===== config.mk =====
export PLATFORM = sky130hd
export DESIGN_NAME = condicionador_botoes
export DESIGN_NICKNAME = d
export VERILOG_FILES = /design/src/rtl/condicionador_botoes.sv
export SDC_FILE = /design/constraint.sdc
export NUM_CORES = 1
export LEC_CHECK = 0
export CAP_MARGIN = 0
export CELL_PAD_IN_SITES_DETAIL_PLACEMENT = 0
export CELL_PAD_IN_SITES_GLOBAL_PLACEMENT = 1
export CORE_MARGIN = 4
export CORE_UTILIZATION = 45
export DETAILED_ROUTE_END_ITERATION = 10
export PLACE_DENSITY = 0.89
export SYNTH_ARGS = -nofsm -noshare
export SYNTH_HDL_FRONTEND = slang
export SYNTH_SLANG_ARGS = --single-unit

===== constraint.sdc =====
create_clock -name clock -period 2.41 [get_ports clock]
set_input_delay 0.3615 -clock clock [delete_from_list [all_inputs] [get_ports clock]]
set_output_delay 0.3615 -clock clock [all_outputs]
set_load 0.02 [all_outputs]

===== src/rtl/condicionador_botoes.sv =====
// -----------------------------------------------------------------------------
// condicionador_botoes
//
// Conditions four raw push-button levels for a game FSM. Each button is
// brought into the clock domain by a two-stage synchronizer. A press is
// accepted only after DEBOUNCE_CICLOS consecutive identical samples, and a
// release only after a run of zero samples. A filtered press produces at most
// one outcome:
//   - one-hot pattern with habilita=1 -> jogada_feita pulse and jogada updated
//   - two or more buttons             -> invalida pulse
//   - one-hot pattern with habilita=0 -> silently discarded
//
// Parameters
//   DEBOUNCE_CICLOS : stable samples required (2..65535), default 500
//
// Ports
//   clock        : system clock, rising edge
//   reset        : asynchronous, active-low reset
//   botoes[3:0]  : raw asynchronous button levels, 1 = pressed
//   habilita     : downstream FSM accepts a move (sampled on the decision edge)
//   jogada[3:0]  : one-hot code of the last accepted move (held)
//   jogada_feita : single-cycle pulse, move accepted
//   invalida     : single-cycle pulse, multi-button press rejected
//   tem_jogada   : high while a debounced nonzero pattern is held
//   db_estado    : current FSM state code for debug display
// -----------------------------------------------------------------------------
module condicionador_botoes #(
    parameter int unsigned DEBOUNCE_CICLOS = 500
) (
    input  logic       clock,
    input  logic       reset,
    input  logic [3:0] botoes,
    input  logic       habilita,
    output logic [3:0] jogada,
    output logic       jogada_feita,
    output logic       invalida,
    output logic       tem_jogada,
    output logic [2:0] db_estado
);

    typedef enum logic [2:0] {
        OCIOSO        = 3'd0,
        FILTRANDO     = 3'd1,
        ACEITA        = 3'd2,
        REJEITA       = 3'd3,
        ESPERA_SOLTAR = 3'd4,
        FILTRA_SOLTAR = 3'd5
    } estado_t;

    // Counter value at which the stability run is complete.
    localparam logic [15:0] ALVO = 16'(DEBOUNCE_CICLOS - 1);

    estado_t     estado;
    logic [3:0]  sinc_p0;
    logic [3:0]  sinc;
    logic [3:0]  capturado;
    logic [15:0] contador;

    // Exactly one bit set.
    function automatic logic um_quente(input logic [3:0] v);
        return (v != 4'd0) && ((v & (v - 4'd1)) == 4'd0);
    endfunction

    // Two or more bits set.
    function automatic logic multiplos(input logic [3:0] v);
        return (v & (v - 4'd1)) != 4'd0;
    endfunction

    // Saturating increment: the counter never wraps back to zero.
    function automatic logic [15:0] inc_sat(input logic [15:0] c);
        return (c == 16'hFFFF) ? c : c + 16'd1;
    endfunction

    // ---- Stage p0 -> sinc: two-flop synchronizer ----------------------------
    always_ff @(posedge clock or negedge reset) begin
        if (!reset) begin
            sinc_p0 <= 4'd0;
            sinc    <= 4'd0;
        end else begin
            sinc_p0 <= botoes;
            sinc    <= sinc_p0;
        end
    end

    // ---- Debounce / decision FSM with registered outputs --------------------
    always_ff @(posedge clock or negedge reset) begin
        if (!reset) begin
            estado       <= OCIOSO;
            capturado    <= 4'd0;
            contador     <= 16'd0;
            jogada       <= 4'd0;
            jogada_feita <= 1'b0;
            invalida     <= 1'b0;
            tem_jogada   <= 1'b0;
        end else begin
            jogada_feita <= 1'b0;
            invalida     <= 1'b0;

            case (estado)
                OCIOSO: begin
                    if (sinc != 4'd0) begin
                        capturado <= sinc;
                        contador  <= 16'd0;
                        estado    <= FILTRANDO;
                    end
                end

                FILTRANDO: begin
                    if (sinc == 4'd0) begin
                        estado <= OCIOSO;
                    end else if (sinc != capturado) begin
                        // Pattern changed while bouncing: restart the run.
                        capturado <= sinc;
                        contador  <= 16'd0;
                    end else if (contador >= ALVO) begin
                        // habilita matters only on this edge.
                        tem_jogada <= 1'b1;
                        if (um_quente(capturado) && habilita) begin
                            estado       <= ACEITA;
                            jogada       <= capturado;
                            jogada_feita <= 1'b1;
                        end else begin
                            estado   <= REJEITA;
                            invalida <= multiplos(capturado);
                        end
                    end else begin
                        contador <= inc_sat(contador);
                    end
                end

                ACEITA, REJEITA: begin
                    estado <= ESPERA_SOLTAR;
                end

                ESPERA_SOLTAR: begin
                    // Extra buttons while held are ignored; only all-zero matters.
                    if (sinc == 4'd0) begin
                        estado     <= FILTRA_SOLTAR;
                        contador   <= 16'd0;
                        tem_jogada <= 1'b0;
                    end
                end

                FILTRA_SOLTAR: begin
                    if (sinc != 4'd0) begin
                        estado     <= ESPERA_SOLTAR;
                        tem_jogada <= 1'b1;
                    end else if (contador >= ALVO) begin
                        estado <= OCIOSO;
                    end else begin
                        contador <= inc_sat(contador);
                    end
                end

                default: begin
                    estado     <= OCIOSO;
                    tem_jogada <= 1'b0;
                end
            endcase
        end
    end

    assign db_estado = estado;

endmodule


# Word-level counts from Yosys, hierarchy flattened
# Index checks and enable logic that the tools add are counted.
# word_totals
ff_bits,38
latchBits,0
mem_bits_rw,0
romBits,0
inputBits,7
output_inout_bits,10
memories,0
# op_classes
addsub,2
n_mul,0
n_div,0
magnitude_cmp,1
eq_ne,18
shift,0
mux,37
bitwise,4
reduce_logical,17
# ops
operator,count
$mux W16,7
$pmux W16 S4,1
$mux W3,7
$add A16 B1 Y16 const B,1
$eq A16 B16 Y1 const B,1
$ge A16 B9 Y1 const B,1
$mux W1,16
$ne A2 B2 Y1 const B,8
$reduce_bool A4 Y1,4
$pmux W3 S5,1
$reduce_and A5 Y1,3
$mux W4,3
$ne A3 B3 Y1 const B,3
$logic_not A4 Y1,2
$pmux W4 S2,1
$eq A3 B2 Y1 const B,2
$eq A3 B3 Y1 const B,2
$reduce_and A6 Y1,1
$and A4 B4 Y4,1
$ne A4 B4 Y1,1
$pmux W1 S4,1
$reduce_and A4 Y1,1
$sub A4 B1 Y4 const B,1
$eq A3 B1 Y1 const B,1
6 further kinds,9

# Longest topological paths before layout
# Gate-level depths: netlist of run 1.
# logic_depth
word_depth,10
mapped_depth,6

# Least setup slack after synthesis of run 1
# OpenSTA, ideal clock, no wires.
# synth_timing
kind,reg-to-reg
startpoint,reg sinc[0]
endpoint,reg contador[1]
arrival_ns,1.782
required_time_ns,2.284
slack_ns,0.502
stages_incl_launch_ff,6
n_path_buf,1
synth_period_minus_slack_ns,1.908
path_cell_list,dfrtp_1 > nor4_4 > mux2i_1 > buf_2 > nor3_1 > o2bb2a_1
# synth_between
elab_chain_len,4
# synth_rtl
item,line_no,rtl
from (decl),55,logic [3:0] sinc;
from (signal assigned),81,sinc <= sinc_p0;
$ne A4 B4 Y1,111,end else if (sinc != capturado) begin
$mux W16,111,
$mux W16,109,if (sinc == 4'd0) begin
$pmux W16 S4,99,case (estado)
to (signal assigned),127,contador <= inc_sat(contador);
to (signal assigned),151,contador <= inc_sat(contador);
to (decl),57,logic [15:0] contador;
# Several ways; a longest one is shown, not always the timed one. The select of a mux whose other input is x is not followed.
# A chain may end at the register's enable or synchronous reset.

# Worst setup path in the final report of run 1
# layout_timing
startpoint,reg contador[0]
endpoint,reg contador[3]
# layout_between
elab_chain_len,6
# layout_rtl
item,line_no,rtl
$add A16 B1 Y16 or $eq A16 B16 Y1 (tied branches),71,return (c == 16'hFFFF) ? c : c + 16'd1;
$mux W16,71,
$mux W16 (*),"115, 148",
$mux W16,111,
$mux W16,109,
$pmux W16 S4 (*),99,
# Mark *: on every way between the ends. The rest lies on a longest branch, timed or not. The select of a mux whose other input is x is not followed.

==> results of run 1 <==
==> path summary, 6_finish.rpt <==
check	start	to	slack [ns]	depth (start not counted)
min	sinc_p0[0]	sinc[0]	0.35	0
min in group asynchronous	reset	jogada[3]	0.49	2
min reg2reg	sinc_p0[0]	sinc[0]	0.35	0
max	contador[0]	contador[3]	0.30	6
max reg2reg	contador[0]	contador[3]	0.30	6
max in group asynchronous	reset	sinc_p0[2]	1.58	2
==> power by group through the flow <==
| stage | registers [mW] | clock network, mW | logic, mW |
|---|---|---|---|
| after floorplan | 0.673 | 0 | 0.0442 |
| after global placement | 0.679 | 0 | 0.0648 |
| after detailed placement | 0.680 | 0 | 0.0673 |
| after CTS | 0.668 | 0.659 | 0.0681 |
| after global routing | 0.671 | 0.701 | 0.0748 |
| final | 0.668 | 0.647 | 0.0670 |
==> layout by cell type, fill, tap and decap left out, types with 2 or more instances in the layout <==
cell / Yosys / layout
dfrtp_1: 38 / 38
clkdlybuf4s50_1: 0 / 16
o31ai_1: 8 / 8
mux2_2: 8 / 8
a22oi_1: 7 / 7
inv_1: 6 / 6
or4_1: 6 / 6
nor3_1: 5 / 5
xnor2_1: 5 / 5
nand4_1: 5 / 5
clkbuf_8: 0 / 5
nor2_1: 4 / 4
nor3b_1: 4 / 4
a21boi_0: 4 / 4
o21ai_0: 3 / 3
a21oi_1: 3 / 3
buf_4: 0 / 3
nor4_1: 2 / 2
nand3_1: 2 / 2
and3_1: 2 / 2
nand2_1: 2 / 2
o2bb2a_1: 2 / 2
bufinv_16: 0 / 2
==> metrics by stage <==
step           cells  cell area (sq um)  hold slack [ns]
6_report         211               2080            0.352
5_1_grt          211               2080            0.362
4_1_cts          211               2080            0.352
3_5_place_dp     203               1940            0.335
3_3_place_gp     203               1940            0.336
2_1_floorplan    143               1740           0.0659
==> routing by layer <==
layer  global-route usage, %  share of wire [%]
met3                    4.32                4.9
met5                       0                  0
met2                    22.0                 47
met1                    19.6                 46
met4                    7.02                2.1
==> area by class of cell <==
cell class / instances / area (sq um) / area share (%)
sequential: 38 / 951 / 45.8
multi-input combinational: 92 / 722 / 34.8
timing repair buffer: 19 / 183 / 8.80
clock buffer: 5 / 68.8 / 3.32
clock inverter: 3 / 68.8 / 3.32
tap: 48 / 60.1 / 2.89
inverter: 6 / 22.5 / 1.08
==> registers in the layout (all words and copies together), names as in the netlist <==
name / flops
tem_jogada: 1
invalida: 1
capturado: 4
contador: 16
sinc_p0: 4
jogada: 4
db_estado: 3
jogada_feita: 1
sinc: 4
==> kinds of logic after synthesis <==
group / after synthesis
multiplexers: 9
XOR/XNOR: 6
AO/OA/AOI/OAI: 36
AND/OR/NAND/NOR: 39
buffers and inverters: 13
flip-flops: 38
adder cells (fa/ha/maj): 2
==> out/metrics.cfg, run 1 <==
[outcome]
status = completed

[pwr]
p_sw_mw = 0.287
p_int_mw = 1.09
p_sw_share_pct = 20.8
vdd_drop_max_mv = 0.491
p_clk_share_pct = 46.8
p_seq_share_pct = 48.4
leakagePower_nw = 0.864
combPwrFrac_pct = 4.8
power_density_nw_per_um2 = 666
power_mw = 1.38

[floorplanning]
core_sq_um = 3690
start_util_pct = 47.2
die_y_um = 70.2
fp.dieW_um = 70.2
top_level_ports = 17
dieArea_sq_um = 4930
row_count = 22

[layout]
drive_gt1_share_pct = 15.3
final_nets = 170
antennaDiodeCount = 0
syn2layout_area_growth_pct = 19.3
postLayoutCoreUtil_pct = 56.3
fillers = 308

[sta]
slew-limit-headroom_pct = 67.9
finalSetupViolCount = 0
max_freq_mhz = 474
drv_slew = 0
min_period_ns = 2.11
skew_ns = 0.00278
setup_ws_ns = 0.301
hold_viol = 0
max_slew.worst_pin.slew_ns = 0.481
finalSetupTns_ns = 0
rsz0062_at_grt = false
period_share_pct = 87.5

[synthesis]
synth_fa_ha_area_share_pct = 1.29
synth_mux_area_share_pct = 5.75
synthTopCellsByArea = dfrtp_1 (55%), mux2_2 (5.2%), o31ai_1 (3.5%)
syn_area_per_cell_sq_um = 12.2
synth_top_family_by_area = compound AO/OA/AOI/OAI gates
yosys.area.top_type_share_pct = 54.6
yosys_warnings = 0
ys.flop_type = dfrtp_1
syn_inst = 143
synth_compound_area_share_pct = 16.6
synthArstFlopShare_pct = 100
syn_nets = 151
synth_area_sq_um = 1740
ys_ff_latch = 38
seq_area_frac_synth_pct = 54.6
synth_area_leader_cell = dfrtp_1
synth-edff-count = 0
yosys.area_share.simple_pct = 14.8
yosysMostFrequentCell = dfrtp_1
synth_commonest_cells = dfrtp_1 (38), mux2_2 (8), o31ai_1 (8)
synthXorXnorAreaFrac_pct = 3.02
synth_cell_type_count = 42

[run]
maxCapViolCount = 0

[global_routing]
grt_pass1_wl_um = 5730
grt_overflow = 0
antenna_found_initial = 0
grt_pass1_vias = 1195
grt_start_max_net_pins = 39
grt_usage_pct = 14.7

[worst_setup_path]
arrival_ns = 2.32
cpLargestDelayFamily = compound AO/OA/AOI/OAI gates
path_buf_inv = 1
cp_slowest_cell = or4_1
crit_type = register to register
cp-end-kind = register
worstPathCellList = ha_1 -> o31ai_1 -> o211ai_1 -> buf_4 -> or4_1 -> a22oi_1
crit_required_ns = 2.62
start_kind = register
cp_max_fo = 17
critPathMaxStageDelay_ns = 0.50

[cts]
clock_latency_ns = 0.29
ctsResizeCount = 0
cts_hold_buffers = 0
cts.htree.levels = 2
cts_sinks = 38
root_buffer = clkbuf_8
clk_path_buf_depth = 2
cts.reportedPaths.clkPinSlew_ns = 0.08
cts_inserted_buffers = 5
cts_setup_buffers = 0
cts_tree = yes

[placed_design]
gp_congestion = 0.794
dp_hpwl_um = 2150
dp_slack_ns = 0.302
port-buffer-count = 16

[route]
via_per_inst = 5.95
drc = 0
dr_total_vias = 1255
dr.pass1.iters = 4
wl_per_cell_um = 15.2
wl_um = 3220
ant_nets = 0
first_iter_violations = 66

[hold_path]
hold_class = register to register

No activity file was read; power rests on OpenSTA's default activity.
==> run 2: changes to the inputs <==
- clock period: 2.41 -> 2.4 ns (I/O delays scaled with it)
==> run 2 against run 1 <==
Against the previous run: sequential share of layout area grew 0.96 points; sequential power is essentially flat; largest power group unchanged; highest routed layer unchanged; count of clock-buffer cells in the layout grew 1; routed wire length shrank 6.6%; via count shrank 6.2%; critical endpoint is now contador[7].
==> out/metrics.cfg, run 2 (synthesized netlist as in run 1, its figures left out) <==
[outcome]
status = completed

[route]
wl_um = 3010
wl_per_cell_um = 14.2
via_per_inst = 5.58
drc = 0
met1Wirelength_um = 1490
ant_nets = 0
first_iter_violations = 95
dr.pass1.iters = 4
highest_layer = met4
dr_wl_met2_um = 1370
wl_met3_um = 97
dr_total_vias = 1177

[cts]
cts_tree = yes
cts_sinks = 38
cts_setup_buffers = 0
root_buffer = clkbuf_8
ctsResizeCount = 0
cts_inserted_buffers = 5
cts.reportedPaths.clkPinSlew_ns = 0.07
cts.htree.levels = 2
clock_latency_ns = 0.28
cts_hold_buffers = 0
clk_path_buf_depth = 2

[global_routing]
grt_usage_pct = 13.5
grt_pass1_wl_um = 5310
grt_start_max_net_pins = 39
antenna_found_initial = 0
grt_pass1_vias = 1130
grt_overflow = 0

[hold_path]
hold_class = register to register

[floorplanning]
fp.dieW_um = 70.2
core_sq_um = 3690
row_count = 22
start_util_pct = 47.2
top_level_ports = 17
dieArea_sq_um = 4930
die_y_um = 70.2

[layout]
final_cell_area_sq_um = 2030
syn2layout_area_growth_pct = 16.8
final_cell_mix = dfrtp_1 (38), clkdlybuf4s50_1 (16), o31ai_1 (8), mux2_2 (8), a22oi_1 (7)
largest-register = contador
layout_commonest_cell = dfrtp_1
antennaDiodeCount = 0
largest_reg_flops = 16
final_cells = 211
final_nets = 170
fillers = 319
drive_gt1_share_pct = 15.3

[worst_setup_path]
cp_max_fo = 17
arrival_ns = 2.29
start_kind = register
r2r_slack_ns = 0.31
cp-end-kind = register
crit_required_ns = 2.60
crit_type = register to register

[sta]
drv_slew = 0
period_share_pct = 87.1
rsz0062_at_grt = false
max_freq_mhz = 479
skew_ns = 0.00705
slew-limit-headroom_pct = 69.7
min_period_ns = 2.09
hold_viol = 0
holdWs_ns = 0.350
finalSetupViolCount = 0
max_slew.worst_pin.slew_ns = 0.455
finalSetupTns_ns = 0

[pwr]
combPwrFrac_pct = 5.6
p_sw_mw = 0.266
vdd_drop_max_mv = 0.389
p_clk_share_pct = 37.6
p_sw_share_pct = 22.6
leakagePower_nw = 0.843
p_seq_share_pct = 56.8
p_int_mw = 0.914
power_density_nw_per_um2 = 581

[placed_design]
dp_hpwl_um = 2120
gp_congestion = 0.796
place_inst = 203
port-buffer-count = 16
placed_area_sq_um = 1940

[run]
maxCapViolCount = 0

## run 2: layout make-up
| cell class | count | area (sq um) | share of cell area [%] |
|---|---|---|---|
| Sequential cell | 38 | 951 | 46.8 |
| Multi-Input combinational cell | 92 | 722 | 35.5 |
| Timing Repair Buffer | 19 | 183 | 8.98 |
| Clock buffer | 6 | 82.6 | 4.06 |
| Tap cell | 48 | 60.1 | 2.95 |
| Inverter | 6 | 22.5 | 1.11 |
| Clock inverter | 2 | 12.5 | 0.615 |
## run 2: final timing paths
check,end,from,depth (start not counted)
min in group asynchronous,invalida,reset,2
min,sinc[1],sinc_p0[1],0
max in group asynchronous,capturado[0],reset,2
max reg2reg,contador[7],contador[0],6
max,contador[7],contador[0],6
min reg2reg,sinc[1],sinc_p0[1],0
## run 2: metrics by stage
step / setup WS [ns] / power [mW] / utilization, %
global route: 0.157 / 1.24 / 55.1
finish: 0.310 / 1.18 / 55.1
floorplan: 0.492 / 0.720 / -
CTS: 0.321 / 1.20 / 55.1
detailed placement: 0.326 / 0.750 / 52.5
global placement: 0.347 / 0.747 / 52.5
## run 2: worst max-delay path, cell delays in order, from the launching register on
cell      delay (ns)
dfrtp_1         0.43
ha_1            0.26
o31ai_1         0.27
o211ai_1        0.14
buf_4           0.22
or4_1           0.51
a22oi_1         0.17
## run 2: metal layers
layer | up-vias | global-route usage, %
met5 | - | 0
met4 | 0 | 6.17
met3 | 4 | 3.02
met2 | 17 | 19.5
met1 | 574 | 19.2
li1 | 582 | -
## run 2: power groups by stage
| stage | logic (mW) | registers (mW) | clock network [mW] |
|---|---|---|---|
| 2_1_floorplan | 0.0444 | 0.676 | 0 |
| 3_3_place_gp | 0.0652 | 0.682 | 0 |
| 3_5_place_dp | 0.0671 | 0.683 | 0 |
| 4_1_cts | 0.0675 | 0.671 | 0.462 |
| 5_1_grt | 0.0756 | 0.673 | 0.493 |
| 6_report | 0.0660 | 0.671 | 0.443 |
==> run 3: changes to the inputs <==
- CORE_UTILIZATION: 45 -> 48
- PLACE_DENSITY: 0.89 -> 0.93
- clock period: 2.4 -> 2.5 ns (I/O delays scaled with it)
==> run 3 against run 2 <==
Against the previous run: flip-flop and latch count did not move; clock skew grew 0.0055 ns; die area shrank 5.5%; global-route usage up 2.5 points; first-iteration DRC count up 24%; clock power fell by 36%; sequential power shrank 4.0%; sequential share of layout area up 1.7 points; power decreased by 16%; combinational power down 6.2%; worst setup slack got worse by 0.16 ns; cell count decreased by 2.4%; critical path type unchanged; largest cell class unchanged; largest power group unchanged; highest routed layer unchanged.
==> out/metrics.cfg, run 3 (synthesized netlist as in run 1, its figures left out) <==
[outcome]
status = completed

[sta]
max_freq_mhz = 426
skew_ns = 0.0125
hold_viol = 0
period_share_pct = 93.9
finalSetupTns_ns = 0
min_period_ns = 2.35
holdWs_ns = 0.109
max_slew.worst_pin.slew_ns = 1.06
slew-limit-headroom_pct = 29.1
rsz0062_at_grt = false
drv_slew = 0
finalSetupViolCount = 0

[global_routing]
grt_usage_pct = 16.0
grt_pass1_wl_um = 5380
antenna_found_initial = 0
grt_start_max_net_pins = 39
grt_pass1_vias = 1179
grt_overflow = 0

[worst_setup_path]
cp.depth = 5
crit_path_end = contador[6]
ff2ff_path_depth = 5
cp-end-kind = register
timing.rr.end = contador[6]
r2r-start = contador[0]
cp_slowest_cell = or4_1
cp-startpoint = contador[0]
critPathMaxStageDelay_ns = 0.64
crit_type = register to register
r2r_slack_ns = 0.15
cpLargestDelayFamily = compound AO/OA/AOI/OAI gates
cp_max_fo = 18
path_buf_inv = 0
arrival_ns = 2.60
crit_required_ns = 2.76
worstPathCellList = ha_1 -> o31ai_1 -> o211ai_1 -> or4_1 -> a22oi_1
start_kind = register

[layout]
final_nets = 168
layout_commonest_cell = dfrtp_1
final_cell_area_sq_um = 1960
syn2layout_area_growth_pct = 12.7
largest-register = contador
ff_latch_area_sq_um = 951
drive_gt1_share_pct = 13.1
final_cell_mix = dfrtp_1 (38), clkdlybuf4s50_1 (15), o31ai_1 (8), mux2_2 (8), a22oi_1 (7)
largest_reg_flops = 16
antennaDiodeCount = 0
multi_input_area_sq_um = 722
fillers = 312

[placed_design]
gp_congestion = 0.827
port-buffer-count = 16
dp_hpwl_um = 2270
placed_area_sq_um = 1920

[route]
dr_total_vias = 1195
wl_um = 3210
drc = 0
dr.pass1.iters = 4
via_per_inst = 5.80
wl_per_cell_um = 15.6
first_iter_violations = 118
ant_nets = 0

[pwr]
power_density_nw_per_um2 = 505
leakagePower_nw = 0.811
vdd_drop_max_mv = 0.297

[floorplanning]
die_y_um = 68.2
top_level_ports = 17
start_util_pct = 51.0
row_count = 21
core_sq_um = 3420
dieArea_sq_um = 4650
fp.dieW_um = 68.2

[cts]
clk_path_buf_depth = 2
cts_hold_buffers = 0
cts_sinks = 38
cts_tree = yes
cts_setup_buffers = 0
ctsResizeCount = 0
root_buffer = clkbuf_4
cts.reportedPaths.clkPinSlew_ns = 0.11
cts.htree.levels = 2
clock_latency_ns = 0.34
cts_inserted_buffers = 5

[run]
maxCapViolCount = 0

[hold_path]
hold_class = input port to async pin

[run 3: area by class of cell]
class	count	area share, %
sequential	38	48.5
multi-input combinational	92	36.8
timing repair buffer	17	8.30
tap	46	2.94
clock buffer	7	2.30
inverter	6	1.15
[run 3: through the flow]
stage	std cells	worst slack (ns)	utilization (%)	power, mW
3_3_place_gp	199	0.340	56.1	0.715
2_1_floorplan	143	0.592	-	0.691
4_1_cts	206	0.163	57.4	1.01
5_1_grt	206	0.00966	57.4	1.04
6_report	206	0.153	57.4	0.991
3_5_place_dp	199	0.190	56.1	0.719
[run 3: power by group]
group          switching (mW)  internal [mW]
Sequential             0.0171          0.626
Clock                   0.179          0.106
Combinational          0.0343         0.0276
Total                   0.231          0.760
[run 3: worst reg2reg max path: cells and delay by family (launching register included)]
| family | cells | cell delay [ns] |
|---|---|---|
| flip-flops | 1 | 0.44 |
| adder cells (fa/ha/maj) | 1 | 0.27 |
| AO/OA/AOI/OAI | 3 | 0.92 |
| AND/OR/NAND/NOR | 1 | 0.64 |
[run 3: how the worst min path moves through the flow]
| stage | start | cells past startpoint | endpoint |
|---|---|---|---|
| 2_1_floorplan | reset | 0 | capturado[0] |
| 3_5_place_dp | sinc_p0[3] | 0 | sinc[3] |
| 6_report | reset | 1 | contador[6] |
| 3_3_place_gp | sinc_p0[1] | 0 | sinc[1] |
| 4_1_cts | reset | 1 | contador[5] |
| 5_1_grt | reset | 1 | contador[6] |
[run 3: metal layers]
metal,up-vias,GRT usage [%],share of wire (%)
li1,572,-,-
met1,594,17.7,40
met2,27,28.3,54
met3,2,5.42,4.9
met4,0,5.71,0.84
met5,-,0,0
